### config.mk
export PLATFORM = sky130hd
export DESIGN_NAME = imem_loader_flat
export DESIGN_NICKNAME = d
export VERILOG_FILES = /design/src/rtl/imem_loader_if.sv /design/src/rtl/imem_loader.sv /design/src/flat_wrapper.sv
export SDC_FILE = /design/constraint.sdc
export NUM_CORES = 1
export LEC_CHECK = 0
export CORE_MARGIN = 4
export CORE_UTILIZATION = 49
export CTS_CLUSTER_SIZE = 24
export DETAILED_ROUTE_END_ITERATION = 10
export PLACE_DENSITY = 0.82
export SYNTH_ARGS = -nofsm -noshare
export SYNTH_HDL_FRONTEND = slang
export SYNTH_SLANG_ARGS = --single-unit
### constraint.sdc
create_clock -name clk -period 3.2 [get_ports clk]
set_clock_uncertainty 0.15 [all_clocks]
set_input_delay 0.48 -clock clk [delete_from_list [all_inputs] [get_ports clk]]
set_output_delay 0.48 -clock clk [all_outputs]
set_load 0.01 [all_outputs]
### src/rtl/imem_loader_if.sv
// Valid/ready word stream feeding the instruction-memory loader.
// The master is the boot/program source and the slave is the loader.
interface imem_loader_if #(
    parameter int DATA_BITS = 32
) ();
    logic                 in_valid;
    logic [DATA_BITS-1:0] in_data;
    logic                 in_last;
    logic                 in_ready;

    modport master (output in_valid, in_data, in_last, input in_ready);
    modport slave  (input in_valid, in_data, in_last, output in_ready);
endinterface

### src/rtl/imem_loader.sv
// Streams 32-bit instruction words into a byte-wide memory, big-endian, 4 bytes per word.
// Optional running checksum output is enabled by defining IMEM_LOADER_CHECKSUM_EN.
module imem_loader #(
    parameter int RAM_WIDTH     = 8,
    parameter int RAM_ADDR_BITS = 32,
    parameter int MEM_BYTES     = 80,
    parameter int BASE_ADDR     = 0
) (
    input  logic                     clk,
    input  logic                     rst,
    imem_loader_if.slave             stream,
    output logic                     mem_we,
    output logic [RAM_ADDR_BITS-1:0] mem_addr,
    output logic [RAM_WIDTH-1:0]     mem_wdata,
    output logic [15:0]              word_count,
    output logic                     load_done,
    output logic                     load_err
`ifdef IMEM_LOADER_CHECKSUM_EN
    ,
    output logic [31:0]              checksum
`endif
);

    typedef enum logic [1:0] {IDLE, WRITE, DONE, ERROR} state_t;

    localparam logic [RAM_ADDR_BITS:0] LIMIT = (RAM_ADDR_BITS+1)'(BASE_ADDR + MEM_BYTES);

    state_t                   state, state_n;
    logic [RAM_ADDR_BITS-1:0] word_q;
    logic [RAM_ADDR_BITS-1:0] ptr;
    logic                     last_q;
    logic [1:0]               idx;
    logic                     accept;
    logic                     overflow;
    logic                     mem_we_n;
    logic [RAM_ADDR_BITS-1:0] mem_addr_n;
    logic [RAM_WIDTH-1:0]     mem_wdata_n;

    // Byte idx of a word, idx 0 being the most significant byte.
    function automatic logic [RAM_WIDTH-1:0] pick(input logic [RAM_ADDR_BITS-1:0] w,
                                                  input logic [1:0] i);
        return w[(RAM_ADDR_BITS-1) - RAM_WIDTH*int'(i) -: RAM_WIDTH];
    endfunction

    assign accept   = (state == IDLE) && stream.in_valid;
    assign overflow = ({1'b0, ptr} + (RAM_ADDR_BITS+1)'(4)) > LIMIT;

    always_ff @(posedge clk) begin
        if (rst) state <= IDLE;
        else     state <= state_n;
    end

    always_comb begin
        state_n = state;
        case (state)
            IDLE:    if (accept) state_n = overflow ? ERROR : WRITE;
            WRITE:   if (idx == 2'd3) state_n = last_q ? DONE : IDLE;
            default: state_n = state;
        endcase
    end

    // Computes the values the registered write port takes at the next edge,
    // so the first byte shows up the cycle right after acceptance.
    always_comb begin
        stream.in_ready = (state == IDLE) && !rst;
        mem_we_n        = 1'b0;
        mem_addr_n      = mem_addr;
        mem_wdata_n     = mem_wdata;
        case (state)
            IDLE: begin
                if (accept && !overflow) begin
                    mem_we_n    = 1'b1;
                    mem_addr_n  = ptr;
                    mem_wdata_n = pick(stream.in_data, 2'd0);
                end
            end
            WRITE: begin
                if (idx != 2'd3) begin
                    mem_we_n    = 1'b1;
                    mem_addr_n  = ptr + RAM_ADDR_BITS'(idx) + RAM_ADDR_BITS'(1);
                    mem_wdata_n = pick(word_q, idx + 2'd1);
                end
            end
            default: ;
        endcase
    end

    always_ff @(posedge clk) begin
        if (rst) begin
            word_q     <= '0;
            last_q     <= 1'b0;
            idx        <= 2'd0;
            ptr        <= RAM_ADDR_BITS'(BASE_ADDR);
            word_count <= 16'd0;
            load_done  <= 1'b0;
            load_err   <= 1'b0;
            mem_we     <= 1'b0;
            mem_addr   <= '0;
            mem_wdata  <= '0;
`ifdef IMEM_LOADER_CHECKSUM_EN
            checksum   <= 32'd0;
`endif
        end else begin
            mem_we    <= mem_we_n;
            mem_addr  <= mem_addr_n;
            mem_wdata <= mem_wdata_n;
            case (state)
                IDLE: begin
                    if (accept) begin
                        word_q <= stream.in_data;
                        last_q <= stream.in_last;
                        idx    <= 2'd0;
                        if (overflow) load_err <= 1'b1;
                    end
                end
                WRITE: begin
                    idx <= idx + 2'd1;
                    if (idx == 2'd3) begin
                        ptr <= ptr + RAM_ADDR_BITS'(4);
                        if (word_count != 16'hFFFF) word_count <= word_count + 16'd1;
                        if (last_q) load_done <= 1'b1;
`ifdef IMEM_LOADER_CHECKSUM_EN
                        checksum <= checksum + 32'(word_q);
`endif
                    end
                end
                default: ;
            endcase
        end
    end

endmodule

### src/flat_wrapper.sv
// flat-port wrapper written by rule: the top's interface ports become plain ports
module imem_loader_flat 
#(
    parameter int RAM_WIDTH     = 8,
    parameter int RAM_ADDR_BITS = 32,
    parameter int MEM_BYTES     = 80,
    parameter int BASE_ADDR     = 0
)
  (clk, rst, mem_we, mem_addr, mem_wdata, word_count, load_done, load_err, stream_in_valid, stream_in_data, stream_in_last, stream_in_ready);
  imem_loader_if #(.DATA_BITS(32)) stream_i ();
  input  logic clk;
  input  logic rst;
  output logic mem_we;
  output logic [RAM_ADDR_BITS-1:0] mem_addr;
  output logic [RAM_WIDTH-1:0] mem_wdata;
  output logic [15:0] word_count;
  output logic load_done;
  output logic load_err;
  input wire logic [$bits(stream_i.in_valid)-1:0] stream_in_valid;
  input wire logic [$bits(stream_i.in_data)-1:0] stream_in_data;
  input wire logic [$bits(stream_i.in_last)-1:0] stream_in_last;
  output wire logic [$bits(stream_i.in_ready)-1:0] stream_in_ready;
  assign stream_i.in_valid = stream_in_valid;
  assign stream_i.in_data = stream_in_data;
  assign stream_i.in_last = stream_in_last;
  assign stream_in_ready = stream_i.in_ready;
  imem_loader #(.RAM_WIDTH(RAM_WIDTH), .RAM_ADDR_BITS(RAM_ADDR_BITS), .MEM_BYTES(MEM_BYTES), .BASE_ADDR(BASE_ADDR)) u_core (.clk(clk), .rst(rst), .stream(stream_i), .mem_we(mem_we), .mem_addr(mem_addr), .mem_wdata(mem_wdata), .word_count(word_count), .load_done(load_done), .load_err(load_err));
endmodule
# Word level (Yosys, flattened, before mapping)
# Index checks and enable logic that the tools add are counted.
# totals
register_bits	128
inputBits	36
wordCells	59
# classes
add_sub_neg	7
order_cmp	1
n_reduce_logical	15
muxes	16
shifts	1
n_eq_ne	8
# ops
op	count
32-bit two-way mux	2
32-bit one-hot mux with 2 select lines	1
39-bit by 32-bit variable part select with 8-bit output	1
32-bit by 3-bit adder with 33-bit output (second input constant)	1
33-bit by 7-bit > comparator with 1-bit output (second input constant)	1
32-bit by 1-bit adder with 32-bit output (second input constant)	1
32-bit by 2-bit adder with 32-bit output	1
32-bit by 3-bit adder with 32-bit output (second input constant)	1
16-bit by 1-bit adder with 16-bit output (second input constant)	1
8-bit two-way mux	2
16-bit inequality test (second input constant)	1
8-bit one-hot mux with 2 select lines	1
3-bit AND reduction	5
2-bit two-way mux	5
2-bit one-hot mux with 2 select lines	2
2-bit by 1-bit inequality test with 1-bit output (second input constant)	3
2-bit AND reduction	3
5-bit by 5-bit subtractor with 6-bit output (first input constant)	1
2-bit inequality test (second input constant)	2
1-bit logical AND	3
2-bit by 1-bit adder with 2-bit output (second input constant)	1
2-bit by 1-bit equality test with 1-bit output (second input constant)	1
2-bit equality test (second input constant)	1
1-bit zero test	2
4 further kinds	5

# Logic depth before layout (Yosys ltp)
# depth
depth_word	6
depth_mapped	13

# Least setup slack after synthesis
# OpenSTA, ideal clock, no wires.
# synth_path
kind	register to register
start	reg u_core.ptr[6]
end	reg u_core.mem_addr[26]
path_stages_with_launch	13
t_arrival_ns	3.067
slack_ns	-0.138
synth_period_minus_slack_ns	3.338
t_required_ns	2.929
n_path_buf	4
path_cell_list	dfxtp_1 > buf_2 > nand4_1 > buf_2 > or4_1 > clkbuf_1 > or4_1 > xor2_1 > nand4_1 > nor4_2 > buf_4 > nor2_2 > mux2_4
# synth_between
elab_chain_cells	6
# synth_rtl
element	line_no	source
start: declaration	imem_loader.sv:30	logic [RAM_ADDR_BITS-1:0] ptr;
start signal: assignment	imem_loader.sv:93	ptr <= RAM_ADDR_BITS'(BASE_ADDR);
start signal: assignment	imem_loader.sv:119	ptr <= ptr + RAM_ADDR_BITS'(4);
32-bit by 3-bit adder with 33-bit output	imem_loader.sv:46	assign overflow = ({1'b0, ptr} + (RAM_ADDR_BITS+1)'(4)) > LIMIT;
33-bit by 7-bit > comparator with 1-bit output	imem_loader.sv:46	
1-bit zero test	imem_loader.sv:71	if (accept && !overflow) begin
1-bit logical AND	imem_loader.sv:71	
2-bit inequality test (no source line)	--	
3-bit AND reduction (no source line)	--	
end signal: assignment	imem_loader.sv:105	mem_addr <= mem_addr_n;
end: declaration	imem_loader.sv:13	output logic [RAM_ADDR_BITS-1:0] mem_addr,
# Several ways; a longest one is shown, not always the timed one. The select of a mux whose other input is x is not followed.
# A chain may end at the register's enable or synchronous reset.

# Worst setup path in the final report
# layout_path
start	reg u_core.ptr[5]
end	reg u_core.mem_addr[28]
# The elaborated chain is that of the path after synthesis.

==> impl_metrics.json <==
{
  "nNetsFinal": 906,
  "drive_gt1_frac": 0.174,
  "ys_seq_area_frac": 0.401,
  "first_pass_iters": 5,
  "postCtsHoldBufs": 0,
  "syn_avg_cell_area_um2": 8.26,
  "cp.required_ns": 3.35,
  "synth_edf_count": 0,
  "cts.sinks": 126,
  "timing.rr.end": "u_core.mem_addr[28]",
  "max_slew_margin": 0.555,
  "via_per_inst": 5.55,
  "layout_min_cycle_time_ns": 3.19,
  "fp.dieW_um": 121,
  "layout_common_cells": "dfxtp_1, nand2_1, clkdlybuf4s50_1",
  "start_util": 0.499,
  "fin_util": 0.670,
  "hp-start": "u_core.word_q[7]",
  "syn_inst": 762,
  "crit_slowest_cell": "or4_4",
  "cp_data_arrival_time_ns": 3.34,
  "reg2reg_slack_ns": 0.01,
  "worst_path_dominant_cell_family": "simple AND/OR/NAND/NOR gates",
  "worstSetupPathType": "flip-flop to flip-flop",
  "synth_nets": 801,
  "final-seq-area_um2": 2540,
  "rr_worst_depth": 10,
  "htree_levels": 4,
  "r2r-start": "u_core.ptr[5]",
  "crit_path_start_kind": "flip-flop",
  "globalplace.congestion": 0.916,
  "worstHoldPathType": "flip-flop to flip-flop",
  "cellPowerDensity_nw_per_um2": 494,
  "p_leak_nw": 2.95,
  "ir_worst_vdd_v": 0.000362,
  "grt_start_max_net_pins": 129,
  "gr-usage-all-layers": 0.216,
  "first_global_vias": 5300,
  "io_buffers": 95,
  "cts.clk_slew.worst_paths_ns": 0.05,
  "io_pins": 96,
  "worst_pin_slew_ns": 0.665,
  "vias": 5837,
  "cts_made_buffers": 17,
  "ys_warn_count": 0,
  "ant_nets": 0,
  "slew_violations": 0,
  "grt_pass1_wl_um": 25500,
  "mostFrequentLayoutCell": "dfxtp_1",
  "cp_num_buf_inv": 2,
  "die_h_um": 121,
  "crit_path_end_kind": "flip-flop",
  "yosys-top-cells-area": "dfxtp_1, nand2_1, a21oi_1",
  "drt-initial-drc-count": 518,
  "ys_types": 51,
  "synthFlopType": "dfxtp_1",
  "rows": 41,
  "drc": 0,
  "post_drt_wl_per_cell_um": 15.7,
  "cp_cell_sequence": "nand4_1, or4_4, or4_4, xor2_1, nand4_1, nor4_4, buf_4, buf_6, nor2_4, mux2_4",
  "core-area_um2": 12600,
  "cts_max_path_buffers": 2,
  "fillers": 1012,
  "syn_area_um2": 6300,
  "ys_ff_latch": 126,
  "antenna_found_initial": 0,
  "synth_top_area_frac": 0.401,
  "max_freq_ghz": 0.314,
  "finalCritPeriodShare": 0.996,
  "worst_hold_path.endpoint": "u_core.word_q[7]",
  "routed_wl_um": 16500,
  "insertion_delay_ns": 0.42,
  "synth_top_cell_by_area": "dfxtp_1",
  "dp_hpwl_um": 10700,
  "root_buffer": "clkbuf_16",
  "tritoncts": "built",
  "area_growth_pct": 34.2,
  "critPathMaxStageDelay_ns": 0.52,
  "die_area_um2": 14700,
  "cp_max_fo": 5,
  "synthArstFlopShare": 0,
  "setup_tns_ns": 0,
  "outcome": "finished, final reports clean",
  "maxCapViolCount": 0,
  "hold_viol_final": 0,
  "diodes": 0,
  "hold_depth": 2,
  "multiInputGateArea_um2": 3500,
  "overflow": 0,
  "setup_viol": 0
}
==> routing by layer <==
metal / part of all wire / track usage / vias to the layer above / wire length, um
met5: 0 / 0 / - / 0
met4: 0.020 / 0.0847 / 0 / 326
met3: 0.069 / 0.0643 / 38 / 1140
met2: 0.49 / 0.350 / 204 / 8020
met1: 0.42 / 0.271 / 2723 / 6990
li1: - / - / 2872 / -
==> report_power, final <==
group | total, W | switching, W | internal [W]
sequential | 0.00166 | 0.0000320 | 0.00163
combinational | 0.000446 | 0.000225 | 0.000221
clock | 0.00207 | 0.000695 | 0.00137
total | 0.00417 | 0.000952 | 0.00322
==> timing repair <==
action                                  4_1_cts  5_1_grt
pin swaps                                     3        6
buffers inserted                              1        7
gates resized for setup                       8       21
endpoints found under the setup margin       26       39
cloned                                        0        2
==> cell families after synthesis <==
family	after synthesis	share of synthesized area
buffers and inverters	90	0.0596
AND/OR/NAND/NOR	327	0.276
XOR/XNOR	57	0.0793
AO/OA/AOI/OAI	139	0.129
multiplexers	20	0.0501
flip-flops	126	0.401
adder cells (fa/ha/maj)	3	0.00596
==> cell usage after synthesis, types with 4 or more instances <==
cell and instances:
a21oi_1 53, a22oi_1 4, and3_1 4, and4_1 7, buf_1 5, buf_2 6
clkbuf_1 51, dfxtp_1 126, inv_1 23, mux2i_1 9, mux4_2 8, nand2_1 99
nand3_1 25, nand4_1 23, nor2_1 63, nor2b_1 4, nor3_1 38, nor3b_2 19
nor4_1 4, o21ai_0 52, o41ai_1 14, or3_1 19, or4_1 6, xnor2_1 30
xor2_1 27
==> sequential cells by signal, indices dropped and copies added (netlist names) <==
| signal | flops |
|---|---|
| u_core.mem_addr | 32 |
| u_core.idx | 2 |
| u_core.load_done | 1 |
| u_core.last_q | 1 |
| u_core.state | 2 |
| u_core.word_count | 16 |
| u_core.load_err | 1 |
| u_core.ptr | 30 |
| u_core.mem_wdata | 8 |
| u_core.word_q | 32 |
| u_core.mem_we | 1 |
==> worst max path at each step <==
stage | end | startpoint | depth (start not counted)
finish | u_core.mem_addr[28] | u_core.ptr[5] | 10
global route | u_core.mem_addr[28] | u_core.ptr[4] | 11
CTS | u_core.mem_addr[28] | u_core.ptr[9] | 9
detailed placement | u_core.mem_addr[28] | u_core.ptr[3] | 10
global placement | u_core.mem_addr[30] | u_core.ptr[3] | 9
floorplan | u_core.mem_addr[26] | u_core.ptr[6] | 12
==> per-stage QoR <==
stage          worst slack (ns)  power [W]  area [um2]  std cells  hold slack [ns]
2_1_floorplan           0.00293    0.00195        6320        762            0.283
3_3_place_gp             0.0337    0.00211        7610       1010            0.291
3_5_place_dp            -0.0231    0.00212        7610       1010            0.296
4_1_cts                 0.00267    0.00419        8260       1042            0.303
5_1_grt                 -0.0883    0.00431        8450       1051            0.323
6_report                 0.0135    0.00417        8450       1051            0.299
==> worst reg2reg max path: stages, from the launching register on <==
cell and delay [ns]:
dfxtp_1 0.34, nand4_1 0.18, or4_4 0.50, or4_4 0.52, xor2_1 0.14, nand4_1 0.20
nor4_4 0.33, buf_4 0.19, buf_6 0.14, nor2_4 0.06, mux2_4 0.32
==> area by class of cell <==
| class | instances | share of cell area |
|---|---|---|
| Inverter | 23 | 0.0102 |
| Multi-Input combinational cell | 546 | 0.414 |
| Tap cell | 172 | 0.0255 |
| Timing Repair Buffer | 153 | 0.175 |
| Sequential cell | 126 | 0.301 |
| Clock buffer | 20 | 0.0517 |
| Clock inverter | 11 | 0.0225 |
Power figures use the tool's default switching activity.
